$ cat config.mk
export PLATFORM = sky130hd
export DESIGN_NAME = branch_predict_unit
export DESIGN_NICKNAME = d
export VERILOG_FILES = /design/src/rtl/branch_predict_unit.sv
export SDC_FILE = /design/constraint.sdc
export NUM_CORES = 1
export LEC_CHECK = 0
export ABC_AREA = 1
export ABC_CLOCK_PERIOD_IN_PS = 2500
export CAP_MARGIN = 10
export CELL_PAD_IN_SITES_DETAIL_PLACEMENT = 1
export CELL_PAD_IN_SITES_GLOBAL_PLACEMENT = 2
export CORE_MARGIN = 2
export CORE_UTILIZATION = 36
export CTS_BUF_LIST = sky130_fd_sc_hd__clkbuf_16
export DETAILED_ROUTE_END_ITERATION = 12
export PLACE_DENSITY_LB_ADDON = 0.2
export SLEW_MARGIN = 25
export SYNTH_ARGS = -nofsm -noshare
export SYNTH_HDL_FRONTEND = slang
export SYNTH_SLANG_ARGS = --single-unit
$ cat constraint.sdc
create_clock -name clk -period 2.5 [get_ports clk]
set_clock_uncertainty 0.05 [all_clocks]
set_input_delay 0.25 -clock clk [delete_from_list [all_inputs] [get_ports clk]]
set_output_delay 0.25 -clock clk [all_outputs]
set_load 0.05 [all_outputs]
$ cat src/rtl/branch_predict_unit.sv
// branch_predict_unit: direct-mapped BTB with 2-bit saturating counters.
// IF-stage lookup is combinational off the table flops; ID-stage resolution
// evaluates the branch condition, reports mispredicts and trains the table.
// Optional feature macro: BP_STATS_EN adds saturating branch/mispredict counters.
module branch_predict_unit #(
  parameter int          ADDR_W   = 16,
  parameter int          IDX_W    = 4,
  parameter logic [1:0]  CTR_INIT = 2'b01
) (
  input  logic              clk,
  input  logic              rst_n,
  input  logic              flush,
  input  logic [ADDR_W-1:0] lkp_pc,
  output logic              pred_hit,
  output logic              pred_taken,
  output logic [ADDR_W-1:0] pred_next_pc,
  input  logic              res_valid,
  input  logic [ADDR_W-1:0] res_pc,
  input  logic [2:0]        res_cond,
  input  logic [2:0]        res_flags,
  input  logic              res_is_jr,
  input  logic [ADDR_W-1:0] res_target,
  input  logic              res_pred_taken,
  input  logic [ADDR_W-1:0] res_pred_target,
  output logic              mispredict,
  output logic [ADDR_W-1:0] redirect_pc
`ifdef BP_STATS_EN
  ,
  output logic [15:0]       stat_branches,
  output logic [15:0]       stat_mispred
`endif
);

  localparam int DEPTH = 1 << IDX_W;
  localparam int TAG_W = ADDR_W - IDX_W;

  // Table state: kept in flops so the whole table can be cleared in one cycle
  logic              valid_reg  [DEPTH];
  logic [TAG_W-1:0]  tag_reg    [DEPTH];
  logic [ADDR_W-1:0] target_reg [DEPTH];
  logic [1:0]        ctr_reg    [DEPTH];

  logic [IDX_W-1:0]  lkp_idx;
  logic [TAG_W-1:0]  lkp_tag;
  logic [IDX_W-1:0]  res_idx;
  logic [TAG_W-1:0]  res_tag;
  logic              res_hit;
  logic              cond_true;
  logic              actual_taken;
  logic [1:0]        ctr_next;
  logic [DEPTH-1:0]  wr_sel;

  assign lkp_idx = lkp_pc[IDX_W-1:0];
  assign lkp_tag = lkp_pc[ADDR_W-1:IDX_W];
  assign res_idx = res_pc[IDX_W-1:0];
  assign res_tag = res_pc[ADDR_W-1:IDX_W];

  // Lookup path: pre-edge table contents, no bypass from a concurrent update
  always_comb begin
    pred_hit     = valid_reg[lkp_idx] && (tag_reg[lkp_idx] == lkp_tag);
    pred_taken   = pred_hit && ctr_reg[lkp_idx][1];
    pred_next_pc = pred_taken ? target_reg[lkp_idx] : lkp_pc + ADDR_W'(1);
  end

  // Condition evaluation; flags are {N,V,Z}
  always_comb begin
    cond_true = 1'b0;
    case (res_cond)
      3'd0: cond_true = ~res_flags[0];
      3'd1: cond_true = res_flags[0];
      3'd2: cond_true = ~(res_flags[0] | res_flags[2]);
      3'd3: cond_true = res_flags[2];
      3'd4: cond_true = res_flags[0] | ~res_flags[2];
      3'd5: cond_true = res_flags[2] | res_flags[0];
      3'd6: cond_true = res_flags[1];
      default: cond_true = 1'b1;
    endcase
  end

  // Resolution outputs and the saturating counter step for the resolving entry
  always_comb begin
    actual_taken = res_is_jr | cond_true;
    mispredict   = res_valid & ((actual_taken != res_pred_taken) |
                   (actual_taken & res_pred_taken & (res_target != res_pred_target)));
    redirect_pc  = actual_taken ? res_target : res_pc + ADDR_W'(1);
    res_hit      = valid_reg[res_idx] && (tag_reg[res_idx] == res_tag);
    ctr_next     = ctr_reg[res_idx];
    if (actual_taken) begin
      if (ctr_reg[res_idx] != 2'b11) ctr_next = ctr_reg[res_idx] + 2'd1;
    end else begin
      if (ctr_reg[res_idx] != 2'b00) ctr_next = ctr_reg[res_idx] - 2'd1;
    end
  end

  // Per-entry write select: flush suppresses training, not-taken misses never allocate
  genvar gi;
  generate
    for (gi = 0; gi < DEPTH; gi++) begin : g_sel
      assign wr_sel[gi] = res_valid && !flush && (res_idx == IDX_W'(gi)) &&
                          (res_hit || actual_taken);
    end
  endgenerate

  // Table update: async clear, flush clears valids, otherwise train the selected entry
  always_ff @(posedge clk or negedge rst_n) begin
    if (!rst_n) begin
      for (int i = 0; i < DEPTH; i++) begin
        valid_reg[i]  <= 1'b0;
        tag_reg[i]    <= '0;
        target_reg[i] <= '0;
        ctr_reg[i]    <= CTR_INIT;
      end
    end else if (flush) begin
      for (int i = 0; i < DEPTH; i++) begin
        valid_reg[i] <= 1'b0;
        ctr_reg[i]   <= CTR_INIT;
      end
    end else begin
      for (int i = 0; i < DEPTH; i++) begin
        if (wr_sel[i]) begin
          if (res_hit) begin
            ctr_reg[i] <= ctr_next;
            if (actual_taken) target_reg[i] <= res_target;
          end else begin
            valid_reg[i]  <= 1'b1;
            tag_reg[i]    <= res_tag;
            target_reg[i] <= res_target;
            ctr_reg[i]    <= 2'b10;
          end
        end
      end
    end
  end

`ifdef BP_STATS_EN
  logic [15:0] stat_branches_reg;
  logic [15:0] stat_mispred_reg;

  assign stat_branches = stat_branches_reg;
  assign stat_mispred  = stat_mispred_reg;

  // Saturating statistics; only rst_n clears them, flush leaves them alone
  always_ff @(posedge clk or negedge rst_n) begin
    if (!rst_n) begin
      stat_branches_reg <= '0;
      stat_mispred_reg  <= '0;
    end else if (res_valid) begin
      if (stat_branches_reg != 16'hFFFF) stat_branches_reg <= stat_branches_reg + 16'd1;
      if (mispredict && (stat_mispred_reg != 16'hFFFF))
        stat_mispred_reg <= stat_mispred_reg + 16'd1;
    end
  end
`endif

endmodule

; ---- Word-level counts from Yosys, hierarchy flattened
; Cells that the tools add are included.
[totals]
ff_bits = 496
in_bits = 76
output_inout_bits = 35
elab_cells = 282
[classes]
add_sub_neg = 4
order_cmp = 2
eq_ne = 28
n_mux = 65
bitwise = 14
reduce_logical = 105
[ops]
columns = op, count
row1 = two-way mux 16 bit, 7
row2 = binary-select mux 12 bit (select 4 bit), 2
row3 = AND reduction 3 bit, 32
row4 = binary-select mux 16 bit (select 4 bit), 1
row5 = two-way mux 12 bit, 4
row6 = two-way mux 2 bit, 24
row7 = logical AND 1 bit, 36
row8 = nonzero test 2 bit, 17
row9 = adder 16 x 1 -> 16 bit (second input constant), 2
row10 = equality test 4 bit (second input constant), 8
row11 = two-way mux 32 bit, 1
row12 = AND reduction 2 bit, 16
row13 = equality test 12 bit, 2
row14 = two-way mux 1 bit, 21
row15 = binary-select mux 2 bit (select 4 bit), 2
row16 = equality test 4 x 3 -> 1 bit (second input constant), 4
row17 = != test 16 bit, 1
row18 = greater-or-equal comparator 5 bit (second input constant), 2
row19 = inverter 4 -> 5 bit, 2
row20 = equality test 3 bit (second input constant), 3
row21 = binary-select mux 1 bit (select 4 bit), 2
row22 = equality test 4 x 2 -> 1 bit (second input constant), 2
row23 = one-hot mux 1 bit (7 select lines), 1
row24 = equality test 3 x 2 -> 1 bit (second input constant), 2
row25 = 14 further kinds, 24

; ---- Longest topological paths before layout
; Gate-level depths: netlist of the first run.
[logic_depth]
depth_word = 10
depth_mapped = 21
depth_no_buf = 18

; ---- Least setup slack after synthesis of the first run
; OpenSTA, ideal clock, no wires.
[synth_path]
path_kind = input to output
startpoint = input port lkp_pc[0]
endpoint = output port pred_next_pc[10]
t_arrival_ns = 2.936
t_required_ns = 2.200
setup_slack_ns = -0.736
cell_stages = 12
n_path_buf = 5
path_cell_list = buf_4 buf_6 buf_4 buf_2 nand2_1 o21ai_0 a221oi_1 nor2_1 a21oi_1 nand3_1 clkbuf_1 o21ai_0
[synth_via]
elab_chain_len = 8
elab_cells_between_ends = 18
classes_between = 1 x add/sub / 1 x eq/ne / 13 x mux / 1 x bitwise / 2 x reduce/logical
[synth_lines]
columns = element, line_no
row1 = from (decl), 13  ; input logic [ADDR_W-1:0] lkp_pc,
row2 = inverter 4 -> 5 bit (implied by the code), "60, 61, 62"
row3 = binary-select mux 12 bit (select 4 bit), 60  ; pred_hit = valid_reg[lkp_idx] && (tag_reg[lkp_idx] == lkp_tag);
row4 = two-way mux 12 bit (implied by the code) (2 in series), 60
row5 = equality test 12 bit, 60
row6 = logical AND 1 bit, 60
row7 = logical AND 1 bit, 61  ; pred_taken = pred_hit && ctr_reg[lkp_idx][1];
row8 = two-way mux 16 bit *, 62  ; pred_next_pc = pred_taken ? target_reg[lkp_idx] : lkp_pc + ADDR_W'(1);
row9 = to (decl), 16  ; output logic [ADDR_W-1:0] pred_next_pc,
; Every way passes the cells marked *; elsewhere a longest branch is shown, timed or not. The select of a mux whose other input is x is not followed.

; ---- Worst setup path after layout of the first run
[layout_path]
startpoint = register tag_reg[19] in the netlist's numbering
endpoint = output port pred_next_pc[5]
[layout_via]
elab_chain_len = 7
[layout_lines]
columns = element, line_no
row1 = from (decl), 39  ; logic [TAG_W-1:0] tag_reg [DEPTH];
row2 = "from (signal, indexed assignment)", 126  ; tag_reg[i] <= res_tag;
row3 = binary-select mux 12 bit (select 4 bit), 60
row4 = two-way mux 12 bit (implied by the code) (2 in series), 60
row5 = equality test 12 bit, 60
row6 = logical AND 1 bit, 60
row7 = logical AND 1 bit, 61
row8 = two-way mux 16 bit, 62
; Every way passes these cells. The select of a mux whose other input is x is not followed.

==> results_dict.tcl, run 1 <==
set metrics [dict create \
    crit_fanout 8 \
    grt.overflow.total 0 \
    total_power_uw 23300 \
    clock_latency_ns 0.64 \
    hpwl_microns 78750 \
    p_leak_uw 0.01779 \
    r2r_cells 20 \
    reg2reg_to "tag_reg[161]$_DFFE_PN0P_" \
    antenna_found_initial 5 \
    start_util_pct 36.50 \
    cts_tree "yes" \
    clk_pin_slew_ns 0.07 \
    synth_top_cell_by_area "dfrtp_1" \
    via_per_inst 5.661 \
    fp.dieW_microns 276.7 \
    fin_crit_ns 3.533 \
    period_share_pct 141.3 \
    slowest_stage "dfrtp_1" \
    cp_cell_sequence "inv_2 > a21oi_1 > o21ai_1 > nand2_1 > nand2_1 > nand2_2 > inv_2 > nand2_2 > nand2_2 > buf_4 > nand2_1 > nor2_1 > nand3_1 > nor2_2 > nand3_2 > buf_6 > buf_4 > o21ai_4 > buf_12" \
    final_common_cell "nand2_1" \
    hold_violations 0 \
    finalSetupViolCount 217 \
    syn_nets 3713 \
    reg2reg_slack_ns -0.15 \
    maxCapViolations 0 \
    final_cell_mix "804 x nand2_1, 508 x o21ai_0, 480 x dfrtp_1" \
    worstSetupStartpointType "flip-flop" \
    power-per-cell-area_nw_per_um2 610.8 \
    chipHeight_microns 276.7 \
    ys_seq_area_share_pct 46.45 \
    nNetsFinal 4094 \
    wl_per_cell_microns 25.70 \
    drtIter0Drc 2152 \
    hold_class "in2async" \
    ys_top_cells_by_area "dfrtp_1 45%, nand2_1 15%, o21ai_0 14%, nor2_1 3.8%, inv_1 3.4%" \
    ir_worst_vdd_uv 536.2 \
    internal-power_uw 15820 \
    clock.fmax_ghz 0.2831 \
    core_area_sq_um 73330 \
    antenna_left 0 \
    synth_warnings 0 \
    final_cell_area_sq_um 38140 \
    grt_pass1_wl_microns 179000 \
    drv_slew 0 \
    synth_top_flop_cell "dfrtp_1" \
    ys_types 50 \
    numCtsBuffers 58 \
    dr_total_vias 28418 \
    syn_area_per_cell_sq_um 7.371 \
    area_growth_syn_to_layout_pct 42.51 \
    cpPeakStageDelay_ns 0.41 \
    run_status "complete, but fails checks" \
    dp.cells 4821 \
    power_frac_clock_pct 36.7 \
    cts.sinks 496 \
    netSwitchingPower_uw 7476 \
    worst_ep_arrival_time_ns 3.23 \
    pwr-share-comb_pct 21.9 \
    htreeDepth 2 \
    routed_wl_microns 129000 \
    relSlewSlack_pct 26.35 \
    reg2reg_from "tag_reg[37]$_DFFE_PN0P_" \
    root_buffer "clkbuf_16" \
    die_area_sq_um 76540 \
    rsz0062_at_grt "yes" \
    synth-edff-count 0 \
    grt_usage_pct 30.36 \
    port_buffers 110 \
    synth_seq_cells 496 \
    place_area_sq_um 32220 \
    drc 0 \
    yosysTopAreaCellShare_pct 44.88 \
    setup.worst_path.end_class "output pin" \
    finalSetupTns_ns -31.08 \
    worst_slack_ns -1.033 \
    drtPass1Iterations 5 \
    largest_reg_flops 256 \
    async_reset_ff_share_pct 100.0 \
    syn_inst 3631 \
    finalNonFillerCells 5020 \
    clockBufferDepth 3 \
    drive_gt1_share_pct 29.23 \
    globalplace.congestion 0.9113 \
    seqPwrFrac_pct 41.4 \
    rows 99 \
    ios 111 \
    grt_max_degree 89 \
    cp.required_ns 2.20 \
    violations "negative setup slack" \
    dpl_worst_slack_ns -1.022 \
    synthesis.area_sq_um 26760 \
    path_class "reg2out" \
    antennaDiodeCount 0 \
    tightest_slew_ns 1.105 \
    swShare_pct 32.09 \
    grt_pass1_vias 28983 \
]
[what timing repair did]
item | in CTS | in global routing
setup buffers | 36 | 21
hold buffers | 1 | 0
hold endpoints to repair | 318 | 0
resized for setup | 294 | 677
gates cloned | 10 | 36
pin swaps | 57 | 87
endpoints found under the setup margin | 156 | 271
[power groups by stage]
| stage | Clock [uW] | Combinational, uW | Sequential (uW) |
|---|---|---|---|
| after floorplan | 0 | 2380 | 9490 |
| after global placement | 0 | 4200 | 9600 |
| after detailed placement | 0 | 4360 | 9660 |
| after CTS | 8660 | 4600 | 9540 |
| after global routing | 9000 | 5560 | 9750 |
| final | 8550 | 5100 | 9650 |
[area by class of cell]
| cell class | instances | area, sq um |
|---|---|---|
| Fill cell | 8582 | 35190 |
| Multi-Input combinational cell | 2619 | 14670 |
| Sequential cell | 496 | 12430 |
| Timing Repair Buffer | 586 | 7000 |
| Clock buffer | 59 | 1476 |
| Tap cell | 959 | 1200 |
| Inverter | 251 | 975.9 |
| Clock inverter | 50 | 387.9 |
[worst max path at each step]
stage | startpoint | endpoint | slack [ns]
after floorplan | res_cond[1] | redirect_pc[10] | -0.27
after global placement | lkp_pc[3] | pred_next_pc[13] | -1.02
after detailed placement | lkp_pc[3] | pred_next_pc[13] | -1.02
after CTS | tag_reg[67]$_DFFE_PN0P_ | pred_next_pc[1] | -0.82
after global routing | tag_reg[19]$_DFFE_PN0P_ | pred_next_pc[5] | -1.13
final | tag_reg[19]$_DFFE_PN0P_ | pred_next_pc[5] | -1.03
[worst max-delay path: cells and delay by family, from the launching register on]
family	cells	cell delay, ns
and+or+nand+nor	10	1.03
DFF	1	0.41
AOI/OAI and AO/OA	3	0.38
buffers and inverters	6	0.74
[synthesized netlist by cell type, types with 2 or more instances]
library cell  number
nor2_1           273
buf_1             10
buf_4             18
inv_1            242
buf_6              8
nand3_1          163
buf_2             97
o221ai_1          21
xnor2_1           11
nand2_1         1090
nand3b_1           5
xor2_1            21
nor3_1             8
nand3_4           10
a221oi_1          11
nor3_2             3
ha_1               6
clkinv_1           4
dfrtp_1          480
inv_2              4
o211a_1            9
dfstp_2           16
a32o_1             6
nand4_1            7
nand2_2            2
o22ai_1           50
a21oi_1          110
o211ai_1          20
nor2_2             5
clkbuf_1         126
or2_2              2
a22o_1             2
clkbuf_2           6
o21ai_1           43
nand3_2            2
o21ai_0          726
[cells by family after synthesis]
| group | share of synthesized area [%] |
|---|---|
| flops | 46.45 |
| compound gates | 20.05 |
| buf+inv | 8.279 |
| fa+ha+maj | 0.3226 |
| simple gates | 23.86 |
| xor+xnor | 1.047 |
[routing by layer]
metal | track usage, % | vias up | share of wire (%)
met5 | 0 | - | 0.041
met4 | 11.68 | 8 | 6.3
met3 | 5.070 | 355 | 5.8
met2 | 50.64 | 973 | 47
met1 | 39.45 | 14371 | 41
li1 | - | 12711 | -
[through the flow]
step / hold WS (ns) / util (%)
finish: 0.08348 / 52.01
detailed placement: 0.1770 / 43.94
CTS: 0.09605 / 48.16
global placement: 0.1738 / 43.94
global route: 0.1029 / 52.01
floorplan: -0.09559 / -
Note: power is estimated with default switching activity, not from simulation.
==> inputs of run 2 (changes only) <==
ABC_AREA = 0   (was 1)
CORE_UTILIZATION = 40   (was 36)
==> results_dict.tcl, run 2 <==
set metrics [dict create \
    yosys.cell_count.top_type "dfrtp_1" \
    violations "negative setup slack" \
    fp.dieW_microns 260.0 \
    ys_types 56 \
    p_leak_uw 0.01662 \
    hold_class "in2async" \
    nNetsFinal 2438 \
    area_growth_syn_to_layout_pct 35.67 \
    globalplace.congestion 0.8749 \
    hold_violations 0 \
    syn_inst 1861 \
    drtIter0Drc 1117 \
    chipHeight_microns 260.0 \
    syn_area_per_cell_sq_um 14.09 \
    via_per_inst 5.767 \
    synthesis.area_sq_um 26220 \
    largest_reg_flops 256 \
    wl_per_cell_microns 29.40 \
    rsz0062_at_grt "yes" \
    ys_seq_area_share_pct 47.41 \
    final_common_cell "dfrtp_1" \
    antenna_found_initial 0 \
    hpwl_microns 65230 \
    grt_max_degree 67 \
    async_reset_ff_share_pct 100.0 \
    port_buffers 110 \
    path_class "reg2out" \
    cts.sinks 496 \
    syn_nets 1943 \
    synth-edff-count 0 \
    period_share_pct 158.3 \
    drive_gt1_share_pct 57.57 \
    ios 111 \
    tightest_slew_ns 0.8471 \
    drc 0 \
    numCtsBuffers 56 \
    synth_top_flop_cell "dfrtp_1" \
    ys_top_cells_by_area "dfrtp_1 46%, mux2_2 20%, mux4_2 14%, mux2i_1 3.9%, dfstp_2 1.6%" \
    synth_top_cell_by_area "dfrtp_1" \
    dp.cells 3106 \
    worstSetupStartpointType "flip-flop" \
    fillers 6190 \
    grt_usage_pct 28.73 \
    rows 93 \
    fin_crit_ns 3.957 \
    grt_pass1_wl_microns 142700 \
    drv_slew 0 \
    maxCapViolations 0 \
    power-per-cell-area_nw_per_um2 671.9 \
    worst_ep_arrival_time_ns 3.66 \
    grt.overflow.total 0 \
    yosys-top-cells-count "480 x dfrtp_1, 462 x mux2_2, 162 x mux4_2" \
    yosysTopAreaCellShare_pct 45.81 \
    setup.worst_path.end_class "output pin" \
    routed_wl_microns 95700 \
    place_area_sq_um 32660 \
    htreeDepth 2 \
    finalNonFillerCells 3255 \
    dr_total_vias 18771 \
    finalSetupViolCount 264 \
    core_area_sq_um 64580 \
    final_cell_area_sq_um 35570 \
    antenna_left 0 \
    start_util_pct 40.60 \
    run_status "complete, but fails checks" \
    grt_pass1_vias 20886 \
    root_buffer "clkbuf_16" \
    fin_util_pct 55.08 \
    final_cell_mix "477 x dfrtp_1, 403 x buf_4, 328 x mux2_2" \
    drtPass1Iterations 4 \
    synth_seq_cells 496 \
    clockBufferDepth 3 \
    clock.fmax_ghz 0.2527 \
    die_area_sq_um 67620 \
    crit_fanout 8 \
    synth_warnings 0 \
    cp.required_ns 2.20 \
    clk_pin_slew_ns 0.06 \
    clock_latency_ns 0.64 \
    ir_worst_vdd_uv 565.8 \
    relSlewSlack_pct 43.12 \
    cts_tree "yes" \
    worst_slack_ns -1.457 \
]
-- run 2: cell types whose count changed after synthesis, moves of 26 or more --
cell / change
mux4_2: +162
nor2_1: -238
o21ai_0: -686
a21oi_1: -81
buf_2: -61
mux2_2: +462
nand3_1: -144
a22oi_1: +33
mux2i_1: +101
nand2_1: -1030
o22ai_1: -40
inv_1: -219
xnor2_1: +26
o21ai_1: -42
-- run 2: worst paths after layout --
check                      cells past startpoint  slack [ns]                     endpoint                       start
max in group asynchronous                      3        1.26  target_reg[109]$_DFFE_PN0P_                       rst_n
min in group clk                               3        0.28      tag_reg[42]$_DFFE_PN0P_                  res_pc[10]
setup / recovery                              13       -1.46              pred_next_pc[0]    tag_reg[135]$_DFFE_PN0P_
setup reg to reg                              12       -0.57       ctr_reg[0]$_DFFE_PN1P_    tag_reg[188]$_DFFE_PN0P_
hold / removal                                 2        0.15    valid_reg[10]$_DFFE_PN0P_                       rst_n
hold reg to reg                                1        0.45   target_reg[89]$_DFFE_PN0P_  target_reg[89]$_DFFE_PN0P_
-- run 2: routing by layer --
layer / part of all wire [%] / vias to the layer above / GRT usage (%)
met5: 0 / - / 0
met4: 3.0 / 0 / 9.052
met3: 3.7 / 140 / 3.353
met2: 50 / 463 / 48.72
met1: 43 / 10212 / 38.58
li1: - / 7956 / -
-- run 2: critical path: stages (launching register included) --
cell and delay (ns):
dfrtp_2 0.41, mux4_2 0.48, xor2_1 0.17, nor4_2 0.30, a21oi_1 0.08, nor3_1 0.17, buf_4 0.16, a21oi_2 0.05
nor4_4 0.31, buf_6 0.18, buf_12 0.16, buf_6 0.12, mux2i_4 0.26, buf_12 0.17
-- run 2: power by group --
group,internal (uW),switching [uW]
clock network,4160,3550
registers,9370,837
logic,3500,2490
-- run 2: timing repair --
item	4_1_cts	5_1_grt
hold buffers	1	0
gates cloned	5	0
setup endpoints to repair	275	275
gates resized for setup	119	60
setup buffers	36	25
hold endpoints to repair	103	0
pin swaps	37	24
-- run 2: cell type report --
type                            count  area (sq um)  share of cell area (%)
Antenna cell                        1         2.502                0.007035
Clock buffer                       56          1401                   3.939
Clock inverter                     45         264.0                  0.7422
Inverter                           23         86.33                  0.2427
Multi-Input combinational cell   1166         14130                   39.72
Sequential cell                   496         12440                   34.96
Tap cell                          855          1070                   3.007
Timing Repair Buffer              613          6185                   17.39
-- run 2: cells by family after synthesis --
| logic type | share of synthesized area (%) |
|---|---|
| mux | 38.83 |
| flops | 47.41 |
| buf+inv | 3.526 |
| fa+ha+maj | 0.3627 |
| simple gates | 3.751 |
| xor+xnor | 2.472 |
| compound gates | 3.646 |
-- run 2: through the flow --
stage	setup TNS [ns]	hold slack, ns	setup WS (ns)	total power (uW)
floorplan	-27.53	-0.09559	-0.5810	13430
global placement	-368.03	0.2058	-1.140	15670
detailed placement	-371.54	0.2078	-1.175	15970
CTS	-137.23	0.1562	-1.405	23910
global route	-151.43	0.1796	-1.516	24860
finish	-127.34	0.1480	-1.457	23900
==> edit, RTL diff (config.mk and constraints of run 2) <==
Change the parameter `ADDR_W` from 16 to 17.
--- a/src/rtl/branch_predict_unit.sv
+++ b/src/rtl/branch_predict_unit.sv
@@ -3,7 +3,7 @@
 // evaluates the branch condition, reports mispredicts and trains the table.
 // Optional feature macro: BP_STATS_EN adds saturating branch/mispredict counters.
 module branch_predict_unit #(
-  parameter int          ADDR_W   = 16,
+  parameter int          ADDR_W   = 17,
   parameter int          IDX_W    = 4,
   parameter logic [1:0]  CTR_INIT = 2'b01
 ) (
Ports: changed (6 resized); port bits go from 111 to 117. The function was not compared with the original's and may differ.
==> edit against run 2 <==
- the run still ends with setup timing left
- sequential cell count grew 32
- power grew 9.8%
- area after synthesis rose by 7.1%
- cell area is 12% higher
- largest cell class unchanged
- core utilization rose by 2.0 points
- wire length increased by 14%
- largest power group unchanged
- setup slack lost 0.14 ns
- sequential power up 7%
- critical path type unchanged
- non-clock buffer count increased by 115
==> edit: results (changes against run 2) <==
| Metric | Value |
|---|---|
| Count of multi-input gates | 1283 (+10%) |
| Seq cells post-synth | 528 (+6.5%) |
| M1 wire length | 44.0 mm (+6.6%) |
| Setup TNS | -237.20 ns (-109.86 ns) |
| Met2 WL post-DR | 55.0 mm (+14%) |
| Post-synthesis mux area share | 37.4% (-1.4 points) |
| Crit path max fanout | 7 (-1) |
| Seq/total area | 33.2% (-1.7 points) |
| Critical path arrival | 3.79 ns (+0.13 ns) |
| Final setup violation count | 280 (+6.1%) |
| Max VDD drop | 0.567 mV (+0.20%) |
| DP Cell Count | 3415 (+9.9%) |
| Sequential area share after synthesis | 47.1% (-0.27 points) |
| Worst slew pin tran | 0.677 ns (-0.170 ns) |
| Delay-heaviest family, CP | multiplexers |
| Synth Area in XOR/XNOR | 1.97% (-0.51 points) |
| Netlist cell types | 62 (+11%) |
| Hold-fix buffers, CTS | 2 (+1) |
| Placed Area | 0.0360 mm² (+10%) |
| Detailed Place HPWL | 72.3 mm (+11%) |
| Outcome | complete, but fails checks |
| Synthesized area | 0.0281 mm² (+7.1%) |
| Post-DR wirelength/cell | 30.2 µm (+2.7%) |
| Final #Nets | 2700 (+11%) |
| Post-CTS setup buffers | 64 (+78%) |
| Vias per std cell | 5.88 (+2.0%) |
| Largest net degree at the start of global routing | 90 (+34%) |
| Synth Area in Adders | 0.339% (-0.024 points) |
| Top Layer Used | met5 |
| Failing checks | setup timing |
| GR Layer Usage met2 | 52.9% (+4.2 points) |
| Vias in the first global route | 23700 (+13%) |
| Fin worst setup slack | -1.60 ns (-0.138 ns) |
| Clock tree buffer count of the final layout | 62 (+11%) |
| Top post-synthesis cells by count | dfrtp_1, mux2_2, mux4_2, clkbuf_1 |
| Antenna violations before repair | 1 (+1) |
| Fillcell total | 6630 (+7.1%) |
| Syn nets | 2101 (+8.1%) |
| DRT Wirelength | 109 mm (+14%) |
| Cells after synthesis | 2015 (+8.3%) |
edit: final timing paths:
kind | start | slack [ns] | end | depth (start not counted)
worst min-delay path | rst_n | 0.24 | valid_reg[2]$_DFFE_PN0P_ | 3
worst max register to register | tag_reg[21]$_DFFE_PN0P_ | -0.96 | tag_reg[82]$_DFFE_PN0P_ | 16
worst max-delay path | tag_reg[71]$_DFFE_PN0P_ | -1.60 | pred_next_pc[10] | 10
min in group clk | res_pc[6] | 0.25 | tag_reg[184]$_DFFE_PN0P_ | 4
worst min register to register | ctr_reg[0]$_DFFE_PN1P_ | 0.43 | ctr_reg[0]$_DFFE_PN1P_ | 2
max in group asynchronous | rst_n | 1.15 | tag_reg[144]$_DFFE_PN0P_ | 3
edit: power breakdown:
| group | internal, mW | switching, mW |
|---|---|---|
| Combinational | 3.99 | 2.67 |
| Sequential | 10.0 | 0.923 |
| Clock | 4.79 | 3.87 |
